===== src/rtl/cart_bus_mux.sv =====
// cart_bus_mux -- selects one of NCH cartridge mapper channels onto the shared
// cartridge bus. A new one-hot request must stay constant for STABLE_CYC cycles
// and is then followed by GUARD_CYC cycles of forced-idle bus before the new
// channel is committed. Channel 0 is the default mapper.
//
// Ports:
//   mclk, rst_n        clock, asynchronous active-low reset
//   map_active         one-hot request, bit k selects channel k+1
//   ch_*               per-channel flattened bus inputs, channel i in slice i
//   di .. bsram_rd_n   muxed bus of the committed channel (idle during GUARD)
//   sel                committed channel index
//   switching          high while a switch is settling or guarding
//   map_err            sticky flag, set by any multi-hot request
module cart_bus_mux #(
  parameter int NCH        = 6,
  parameter int STABLE_CYC = 4,
  parameter int GUARD_CYC  = 2
) (
  input  logic              mclk,
  input  logic              rst_n,
  input  logic [NCH-2:0]    map_active,
  input  logic [NCH*8-1:0]  ch_do,
  input  logic [NCH-1:0]    ch_irq_n,
  input  logic [NCH*24-1:0] ch_rom_addr,
  input  logic [NCH-1:0]    ch_rom_ce_n,
  input  logic [NCH-1:0]    ch_rom_oe_n,
  input  logic [NCH-1:0]    ch_rom_word,
  input  logic [NCH*20-1:0] ch_bsram_addr,
  input  logic [NCH*8-1:0]  ch_bsram_d,
  input  logic [NCH-1:0]    ch_bsram_ce_n,
  input  logic [NCH-1:0]    ch_bsram_oe_n,
  input  logic [NCH-1:0]    ch_bsram_we_n,
  input  logic [NCH-1:0]    ch_bsram_rd_n,
  output logic [7:0]        di,
  output logic              irq_n,
  output logic [23:0]       rom_addr,
  output logic              rom_ce_n,
  output logic              rom_oe_n,
  output logic              rom_word,
  output logic [19:0]       bsram_addr,
  output logic [7:0]        bsram_d,
  output logic              bsram_ce_n,
  output logic              bsram_oe_n,
  output logic              bsram_we_n,
  output logic              bsram_rd_n,
  output logic [2:0]        sel,
  output logic              switching,
  output logic              map_err
);

  typedef enum logic [1:0] {ST_RUN = 2'd0, ST_SETTLE = 2'd1, ST_GUARD = 2'd2} state_t;

  typedef struct packed {
    logic [7:0]  data;
    logic        irq_n;
    logic [23:0] rom_addr;
    logic        rom_ce_n;
    logic        rom_oe_n;
    logic        rom_word;
    logic [19:0] bsram_addr;
    logic [7:0]  bsram_d;
    logic        bsram_ce_n;
    logic        bsram_oe_n;
    logic        bsram_we_n;
    logic        bsram_rd_n;
  } ch_bus_t;

  localparam ch_bus_t IDLE_BUS = '{data: 8'hFF, irq_n: 1'b1, rom_addr: 24'h000000,
                                   rom_ce_n: 1'b1, rom_oe_n: 1'b1, rom_word: 1'b0,
                                   bsram_addr: 20'h00000, bsram_d: 8'h00,
                                   bsram_ce_n: 1'b1, bsram_oe_n: 1'b1,
                                   bsram_we_n: 1'b1, bsram_rd_n: 1'b1};
  localparam logic [3:0] STABLE_N = 4'(STABLE_CYC);
  localparam logic [3:0] GUARD_N  = 4'(GUARD_CYC);

  // Returns {multi_hot, channel}; a multi-hot or empty request maps to channel 0,
  // and the result can never exceed NCH-1.
  function automatic logic [3:0] decode_req(input logic [NCH-2:0] m);
    logic [2:0] idx;
    logic       seen;
    logic       multi;
    idx   = 3'd0;
    seen  = 1'b0;
    multi = 1'b0;
    for (int k = 0; k < NCH - 1; k++) begin
      if (m[k]) begin
        if (seen) begin
          multi = 1'b1;
        end else begin
          seen = 1'b1;
          idx  = 3'(k + 1);
        end
      end
    end
    if (multi) begin
      idx = 3'd0;
    end
    return {multi, idx};
  endfunction

  state_t     state_r, state_s;
  logic [2:0] sel_r, sel_s;
  logic [2:0] cand_r, cand_s;
  logic [3:0] cnt_r, cnt_s;
  logic       map_err_r;
  logic [3:0] dec_s;
  logic [2:0] req_s;
  logic       multi_s;
  ch_bus_t    ch_arr_s [8];
  ch_bus_t    bus_s;

  assign dec_s   = decode_req(map_active);
  assign req_s   = dec_s[2:0];
  assign multi_s = dec_s[3];

  // Unpack the flattened channel inputs; unused table slots read as idle so the
  // 3-bit select always addresses a defined entry.
  for (genvar i = 0; i < 8; i++) begin : g_ch
    if (i < NCH) begin : g_used
      assign ch_arr_s[i] = '{data: ch_do[i*8 +: 8], irq_n: ch_irq_n[i],
                             rom_addr: ch_rom_addr[i*24 +: 24],
                             rom_ce_n: ch_rom_ce_n[i], rom_oe_n: ch_rom_oe_n[i],
                             rom_word: ch_rom_word[i],
                             bsram_addr: ch_bsram_addr[i*20 +: 20],
                             bsram_d: ch_bsram_d[i*8 +: 8],
                             bsram_ce_n: ch_bsram_ce_n[i], bsram_oe_n: ch_bsram_oe_n[i],
                             bsram_we_n: ch_bsram_we_n[i], bsram_rd_n: ch_bsram_rd_n[i]};
    end else begin : g_unused
      assign ch_arr_s[i] = IDLE_BUS;
    end
  end

  // Next-state logic for the debounce / guard switch sequence.
  always_comb begin
    state_s = state_r;
    sel_s   = sel_r;
    cand_s  = cand_r;
    cnt_s   = cnt_r;
    case (state_r)
      ST_RUN: begin
        if (req_s != sel_r) begin
          state_s = ST_SETTLE;
          cand_s  = req_s;
          cnt_s   = 4'd1;
        end else begin
          state_s = ST_RUN;
        end
      end
      ST_SETTLE: begin
        if (req_s == sel_r) begin
          // Request fell back to the committed channel: abort, bus never idled.
          state_s = ST_RUN;
        end else if (req_s != cand_r) begin
          cand_s = req_s;
          cnt_s  = 4'd1;
        end else if (cnt_r == STABLE_N) begin
          state_s = ST_GUARD;
          cnt_s   = 4'd1;
        end else begin
          cnt_s = cnt_r + 4'd1;
        end
      end
      ST_GUARD: begin
        // Requests are ignored here; the candidate is committed at the end.
        if (cnt_r == GUARD_N) begin
          state_s = ST_RUN;
          sel_s   = cand_r;
        end else begin
          cnt_s = cnt_r + 4'd1;
        end
      end
      default: begin
        state_s = ST_RUN;
      end
    endcase
  end

  // Switch FSM registers and sticky multi-hot error flag.
  always_ff @(posedge mclk or negedge rst_n) begin
    if (!rst_n) begin
      state_r   <= ST_RUN;
      sel_r     <= 3'd0;
      cand_r    <= 3'd0;
      cnt_r     <= 4'd0;
      map_err_r <= 1'b0;
    end else begin
      state_r   <= state_s;
      sel_r     <= sel_s;
      cand_r    <= cand_s;
      cnt_r     <= cnt_s;
      map_err_r <= map_err_r | multi_s;
    end
  end

  // Zero-latency bus mux of the committed channel, forced idle while guarding.
  always_comb begin
    bus_s = ch_arr_s[sel_r];
    if (state_r == ST_GUARD) begin
      bus_s = IDLE_BUS;
    end else begin
      bus_s = ch_arr_s[sel_r];
    end
  end

  assign di         = bus_s.data;
  assign irq_n      = bus_s.irq_n;
  assign rom_addr   = bus_s.rom_addr;
  assign rom_ce_n   = bus_s.rom_ce_n;
  assign rom_oe_n   = bus_s.rom_oe_n;
  assign rom_word   = bus_s.rom_word;
  assign bsram_addr = bus_s.bsram_addr;
  assign bsram_d    = bus_s.bsram_d;
  assign bsram_ce_n = bus_s.bsram_ce_n;
  assign bsram_oe_n = bus_s.bsram_oe_n;
  assign bsram_we_n = bus_s.bsram_we_n;
  assign bsram_rd_n = bus_s.bsram_rd_n;
  assign sel        = sel_r;
  assign switching  = (state_r != ST_RUN);
  assign map_err    = map_err_r;

endmodule

===== config.mk =====
export PLATFORM = sky130hd
export DESIGN_NAME = cart_bus_mux
export DESIGN_NICKNAME = d
export VERILOG_FILES = /design/src/rtl/cart_bus_mux.sv
export SDC_FILE = /design/constraint.sdc
export NUM_CORES = 1
export LEC_CHECK = 0
export BUFFER_PORTS_ARGS = -buffer_cell sky130_fd_sc_hd__buf_4
export CORE_AREA = 2 2 189 191
export CTS_CLUSTER_SIZE = 40
export DETAILED_ROUTE_END_ITERATION = 12
export DIE_AREA = 0 0 191 193
export PLACE_DENSITY_LB_ADDON = 0.25
export SYNTH_ARGS = -nofsm -noshare
export SYNTH_HDL_FRONTEND = slang
export SYNTH_SLANG_ARGS = --single-unit

===== constraint.sdc =====
create_clock -name mclk -period 4.1 [get_ports mclk]
set_input_delay 0.41 -clock mclk [delete_from_list [all_inputs] [get_ports mclk]]
set_output_delay 0.41 -clock mclk [all_outputs]
set_load 0.05 [all_outputs]

==> reports/metrics.yaml, run 1 <==
drt:
  via_per_inst: 4.210
  routedWlPerCell_um: 19.21
  route.detailed.drc: 0
  wl_um: 25800
  drtPass1Iterations: 4
  drtIter0Drc: 217
  final_antenna_net_count: 0
  vias: 5654
cts:
  cts_hold_buffers: 0
  cts_max_level: 1
  clockRootBuffer: "clkbuf_16"
  cts.sinks: 13
  cts.clk_slew.worst_paths_ns: 0.05
  clockBufferDepth: 2
  post_cts_resized: 0
  post-cts-setup-buffer-count: 0
  numCtsBuffers: 3
  insertion_delay_ns: 0.24
  cts_tree: "built"
synth:
  synthCells: 424
  synth_area_um2: 4270
  synth.distinct_cells: 43
  synthXorXnorAreaFrac: 0.01201
  synthTopCellsByCount: "70 x mux2_2, 68 x mux4_2, 65 x nor2_1"
  syn_nets: 846
  synth_fa_ha_area_frac: 0.02285
  synth-seq-cells: 13
  yosysSeqAreaShare: 0.07618
  yosys.area_share.simple: 0.1207
  synth.most_common_cell: "mux2_2"
  syn_avg_cell_area_um2: 10.07
  synth.area.top_cells: "mux4_2 36%, mux2_2 18%, a22oi_1 9.3%, dfrtp_1 7.6%, nor2_1 5.7%"
  synth_top_family_by_area: "multiplexers"
  yosysTopAreaCellShare: 0.3586
  yosys_most_used_dff: "dfrtp_1"
  synthMuxAreaShare: 0.5585
  yosys_warnings: 0
  synth-edff-count: 0
  yosys.area.top_type: "mux4_2"
  synth-compound-area-share: 0.1547
  async_flop_share: 1.000
placement:
  post-place-cells: 1339
  port_buffers: 487
  dp_hpwl_um: 21420
  pre_cts_ws_ns: 1.366
  gp_congestion: 0.7846
global_routing:
  overflow: 0
  grt_max_degree: 43
  grt_pass1_wl_um: 35250
  grt_use_total: 0.1249
  antenna_found_initial: 0
  first_global_vias: 5860
pwr:
  comb_power_share: 0.683
  p_leak_nw: 3.797
  switching_share: 0.3540
  p_seq_frac: 0.141
  power.switching_mw: 0.3790
  internal-power_mw: 0.6917
  max-vdd-ir-drop_mv: 0.09045
  power.density_nw_per_um2: 124.9
  clkPwrFrac: 0.175
floorplan:
  dieHeight_um: 193
  fp-row-count: 69
  io_pins: 488
  coreArea_um2: 34960
  die-area_um2: 36860
  fp.dieW_um: 191
  start_util: 0.1221
sta:
  timing.setup.tns_ns: 0
  maxSlewHeadroom: 0.4149
  fin_ws_ns: 1.132
  finalHoldViolations: 0
  final_max_slew_viol_count: 0
  setup_viol: 0
  max_clock_freq_ghz: 0.3369
  worstMarginPinSlew_ns: 0.8776
  clock_skew_ns: 0.003315
  finalCritPeriodShare: 0.7239
  period_needed_ns: 2.968
  rsz0062_at_grt: "false"
layout:
  nNetsFinal: 1305
  finalNonFillerCells: 1343
  syn2layout_area_growth_pct: 100.8
  diodes: 0
  final-seq-area_um2: 332.8
  multi_input_comb_area_um2: 3720
  filler_cell_count: 3829
  layout-drive-gt1-share: 0.7472
critical_path:
  crit_chain: "buf_12 -> buf_12 -> mux4_2 -> a22oi_1 -> nor2_1 -> buf_4"
  critPathLaunchType: "flop"
  crit_path_frequent_cell: "buf_12"
  cp_slowest_cell: "dfrtp_4"
  timing.rr.end: "state_r[0]$_DFFE_PN0P_"
  arrival_ns: 2.56
  crit_fanout: 29
  end_kind: "primary output"
  r2r_cells: 7
  worstReg2RegStart: "state_r[0]$_DFFE_PN0P_"
  slowest_delay_ns: 0.68
  required_ns: 3.69
  crit_type: "flop to primary output"
  reg2reg_setup_slack_ns: 1.72
flow_run:
  maxCapViolCount: 0
status:
  outcome: "finished, final reports clean"
worst_hold_path:
  hold_class: "input port to asynchronous set/reset pin"
## how the worst max path moves through the flow
stage	start	end	cells past startpoint
finish	sel[0]$_DFFE_PN0P_	rom_addr[0]	6
global route	sel[0]$_DFFE_PN0P_	rom_addr[0]	6
CTS	sel[0]$_DFFE_PN0P_	rom_addr[6]	6
detailed placement	sel[0]$_DFFE_PN0P_	rom_addr[6]	6
global placement	sel[0]$_DFFE_PN0P_	bsram_d[0]	6
floorplan	sel[2]$_DFFE_PN0P_	rom_addr[0]	7
## flip-flops by register name, summed over array words and instances (netlist names)
register,count
sel,3
state_r,2
map_err,1
cand_r,3
cnt_r,4
## critical path, delay by kind of cell (launching register included)
kind	cells	cell delay, ns
DFF	1	0.68
and+or+nand+nor	1	0.06
AOI/OAI and AO/OA	1	0.25
muxes	1	0.52
buffers and inverters	3	0.74
## logic make-up (layout without fill, tap and decap cells)
group | count (synthesis) | in the layout
multiplexers | 143 | 143
AND/OR/NAND/NOR | 108 | 108
AO/OA/AOI/OAI | 88 | 88
buffers and inverters | 59 | 517
flip-flops | 13 | 13
adder cells (fa/ha/maj) | 8 | 8
XOR/XNOR | 5 | 5
## cell type report
class                      instances  share of cell area
inverter                          13            0.005692
timing repair buffer             500              0.4451
sequential                        13             0.03882
tap                              461             0.06728
multi-input combinational        352              0.4339
clock buffer                       4            0.009194
## through the flow
step | power, mW | util | instance area (µm²) | hold WS, ns
3_5_place_dp | 0.8894 | 0.2429 | 8494 | 0.2721
3_3_place_gp | 0.8829 | 0.2429 | 8494 | 0.2715
2_1_floorplan | 0.4788 | - | 4270 | 0.1144
4_1_cts | 1.085 | 0.2452 | 8573 | 0.01131
5_1_grt | 1.136 | 0.2452 | 8573 | 0.01484
6_report | 1.071 | 0.2452 | 8573 | 0.004573
## cell usage in the layout, fill, tap and decap left out, types with 2 or more instances in the layout
cell	Yosys	routed
o22ai_1	17	17
mux2_2	70	70
nand3_1	5	5
mux4_2	68	68
o21ai_0	4	4
inv_1	13	12
nand2_1	7	7
dfrtp_1	13	11
dfrtp_4	0	2
nand2b_1	17	17
xor2_1	2	2
buf_4	0	495
a22oi_1	53	53
buf_12	0	5
mux2i_1	2	2
mux2_4	3	3
a21oi_1	3	3
nor2_1	65	64
xnor2_1	2	2
nor3_1	3	3
clkbuf_16	0	3
ha_1	7	6
or3_1	3	3
## metal layers
layer  up-vias  GRT usage  part of all wire
met1      2730     0.1557              0.39
li1       2620          -                 -
met3        14    0.02136             0.078
met2       290     0.2291              0.52
met5         -          0                 0
met4         0    0.01759             0.011
## power by group through the flow
stage                     logic [mW]  registers [mW]  clock network, mW
after detailed placement       0.736           0.153                  0
after CTS                      0.739           0.152              0.195
final                          0.732           0.151              0.188
after floorplan                0.329           0.149                  0
after global placement         0.730           0.153                  0
after global routing           0.780           0.154              0.202
Note: power is estimated with default switching activity, not from simulation.
==> run 2, diff against run 1 <==
--- a/config.mk
+++ b/config.mk
@@ -5,11 +5,12 @@
 export SDC_FILE = /design/constraint.sdc
 export NUM_CORES = 1
 export LEC_CHECK = 0
+export ABC_AREA = 1
 export BUFFER_PORTS_ARGS = -buffer_cell sky130_fd_sc_hd__buf_4
-export CORE_AREA = 2 2 189 191
+export CORE_AREA = 2 2 190 192
 export CTS_CLUSTER_SIZE = 40
 export DETAILED_ROUTE_END_ITERATION = 12
-export DIE_AREA = 0 0 191 193
+export DIE_AREA = 0 0 192 194
 export PLACE_DENSITY_LB_ADDON = 0.25
 export SYNTH_ARGS = -nofsm -noshare
 export SYNTH_HDL_FRONTEND = slang
==> constraint.sdc (replaced) <==
create_clock -name mclk -period 3 [get_ports mclk]
set_input_delay 0.3 -clock mclk [delete_from_list [all_inputs] [get_ports mclk]]
set_output_delay 0.3 -clock mclk [all_outputs]
set_load 0.05 [all_outputs]
==> reports/metrics.yaml, run 2 <==
status:
  outcome: "finished, final reports clean"
synth:
  yosys_warnings: 0  # unchanged
  async_flop_share: 1.000  # unchanged
  synthCells: 879  # +110%
  yosys_most_used_dff: "dfrtp_1"
  syn_avg_cell_area_um2: 5.218  # -48%
  synthTopCellsByCount: "181 x o21ai_0, 150 x nand2_1, 146 x nor2_1"
  yosysTopAreaCellShare: 0.1975  # -0.1611
  syn_nets: 1301  # +54%
  synth.most_common_cell: "o21ai_0"
  yosys.area.top_type: "o21ai_0"
  yosysSeqAreaShare: 0.07092  # -0.005257
  synth.distinct_cells: 29  # -33%
  synth-seq-cells: 13  # unchanged
  synth.area.top_cells: "o21ai_0 20%, nand2_1 12%, nor2_1 12%, o22ai_1 9.3%, o21a_1 8.7%"
  synth-edff-count: 0  # unchanged
  synth_area_um2: 4587  # +7.4%
layout:
  final_common_cell: "buf_4"
  nNetsFinal: 1729  # +32%
  stdcell_area_um2: 8773  # +2.3%
  layout-drive-gt1-share: 0.4196  # -0.3276
  final_cell_mix: "499 x buf_4, 181 x o21ai_0, 150 x nand2_1"
  filler_cell_count: 4022  # +5.0%
  regMostFlops: "cnt_r"
  syn2layout_area_growth_pct: 91.27
  final-seq-area_um2: 330.3  # -0.75%
  largest_reg_flops: 4  # unchanged
  multi_input_comb_area_um2: 3806  # +2.3%
  diodes: 0  # unchanged
worst_hold_path:
  hold_class: "input port to asynchronous set/reset pin"
critical_path:
  crit_type: "flop to primary output"
  slowest_delay_ns: 0.56  # -0.12 ns
  arrival_ns: 2.39  # -0.17 ns
  cp_slowest_cell: "dfrtp_2"
  crit_chain: "inv_2 -> buf_4 -> o21ai_0 -> o22ai_1 -> nand2_1 -> a21oi_1 -> buf_4"
  end_kind: "primary output"
  required_ns: 2.70  # -0.99 ns
  crit_fanout: 44  # +52%
  critPathLaunchType: "flop"
  crit_path_frequent_cell: "buf_4"
sta:
  timing.setup.tns_ns: 0  # unchanged
  finalCritPeriodShare: 0.8961
  worstMarginPinSlew_ns: 0.6763  # -0.2013 ns
  clock_skew_ns: 0.009250  # +0.005935 ns
  rsz0062_at_grt: "false"
  maxSlewHeadroom: 0.5487  # +0.1337
  finalHoldViolations: 0  # unchanged
  period_needed_ns: 2.688
  final_max_slew_viol_count: 0  # unchanged
  setup_viol: 0  # unchanged
  max_clock_freq_ghz: 0.3720
pwr:
  power.density_nw_per_um2: 157.1  # +26%
  p_leak_nw: 4.364  # +15%
  max-vdd-ir-drop_mv: 0.1605  # +77%
drt:
  routedWlPerCell_um: 17.99  # -6.4%
  vias: 7800  # +38%
  wl_um: 31790  # +23%
  final_antenna_net_count: 0  # unchanged
  drtIter0Drc: 387  # +78%
  via_per_inst: 4.414  # +4.9%
  drtPass1Iterations: 5  # +1
  route.detailed.drc: 0  # unchanged
floorplan:
  fp.dieW_um: 192  # +0.52%
  dieHeight_um: 194  # +0.52%
  fp-row-count: 69  # unchanged
  coreArea_um2: 35220  # +0.74%
  io_pins: 488  # unchanged
  die-area_um2: 37250  # +1.0%
  start_util: 0.1302  # +0.008089
global_routing:
  first_global_vias: 7464  # +27%
  grt_use_total: 0.1565  # +0.03163
  grt_pass1_wl_um: 45100  # +28%
  grt_max_degree: 128  # +200%
  overflow: 0  # unchanged
  antenna_found_initial: 1  # +1
placement:
  port_buffers: 487  # unchanged
  dp_hpwl_um: 24990  # +17%
  gp_congestion: 0.8880  # +13%
  post_dp_cell_area_um2: 8683  # +2.2%
cts:
  cts_max_level: 1  # unchanged
  cts.sinks: 13  # unchanged
  clockRootBuffer: "clkbuf_16"
  numCtsBuffers: 3  # unchanged
  cts_tree: "built"
  clockBufferDepth: 2  # unchanged
  cts.clk_slew.worst_paths_ns: 0.05  # about the same
  post-cts-setup-buffer-count: 0  # unchanged
  insertion_delay_ns: 0.25  # about the same
flow_run:
  maxCapViolCount: 0  # unchanged
run 2: critical path: cells and delay by family (launching register included):
family / cells / cell delay, ns
and+or+nand+nor: 1 / 0.11
DFF: 1 / 0.56
buffers and inverters: 3 / 0.79
AOI/OAI and AO/OA: 3 / 0.62
run 2: worst paths after layout:
kind	from	cells after the start	end	slack (ns)
min in group mclk	map_active[3]	5	map_err$_DFF_PN0_	0.46
worst min-delay path	rst_n	2	cnt_r[1]$_DFFE_PN0P_	0.44
worst max-delay path	sel[1]$_DFFE_PN0P_	7	bsram_addr[6]	0.31
worst min register to register	map_err$_DFF_PN0_	2	map_err$_DFF_PN0_	0.47
max in group asynchronous	rst_n	2	sel[0]$_DFFE_PN0P_	2.33
worst max register to register	state_r[0]$_DFFE_PN0P_	10	cnt_r[0]$_DFFE_PN0P_	0.97
run 2: what timing repair did:
item | in CTS | in global routing
resized for setup | 0 | 0
hold buffers | 1 | 0
endpoints found under the hold margin | 13 | 0
run 2: metal layers:
layer | wire length, µm | share of wire | vias up | track usage
met5 | 9 | 0.00028 | - | 0
met4 | 486 | 0.015 | 2 | 0.02488
met3 | 2290 | 0.072 | 28 | 0.02353
met2 | 15820 | 0.50 | 330 | 0.2815
met1 | 13180 | 0.41 | 3541 | 0.1987
li1 | - | - | 3899 | -
run 2: layout make-up:
| cell class | count | area share |
|---|---|---|
| Timing Repair Buffer | 506 | 0.4418 |
| Multi-Input combinational cell | 757 | 0.4338 |
| Tap cell | 461 | 0.06574 |
| Sequential cell | 13 | 0.03765 |
| Inverter | 26 | 0.01184 |
| Clock buffer | 3 | 0.008557 |
| Clock inverter | 1 | 0.0005705 |
run 2: report_power, final:
| group | internal, mW | switching, mW |
|---|---|---|
| logic | 0.485 | 0.435 |
| registers | 0.186 | 0.00974 |
| clock network | 0.178 | 0.0848 |
| total | 0.849 | 0.530 |
run 2: logic make-up (layout without fill, tap and decap cells):
kind of cell	Yosys count	count (layout)	synth area share
AOI/OAI and AO/OA	372	372	0.4547
xor gates and xnor gates	2	2	0.003820
adders and majority gates	7	7	0.01909
buffers and inverters	109	536	0.09983
DFF	13	13	0.07092
and+or+nand+nor	376	376	0.3516
run 2: per-stage QoR:
step                        util  hold WS [ns]  std cells  setup WS (ns)  total power [mW]
after global routing      0.2491        0.4579       1767         0.1404             1.466
after CTS                 0.2491        0.4437       1767         0.2583             1.393
final                     0.2491        0.4435       1767         0.3116             1.378
after detailed placement  0.2465        0.1790       1762         0.5259             1.119
after global placement    0.2465        0.1819       1762         0.5512             1.117
after floorplan                -      0.004409        879         0.3641            0.5608
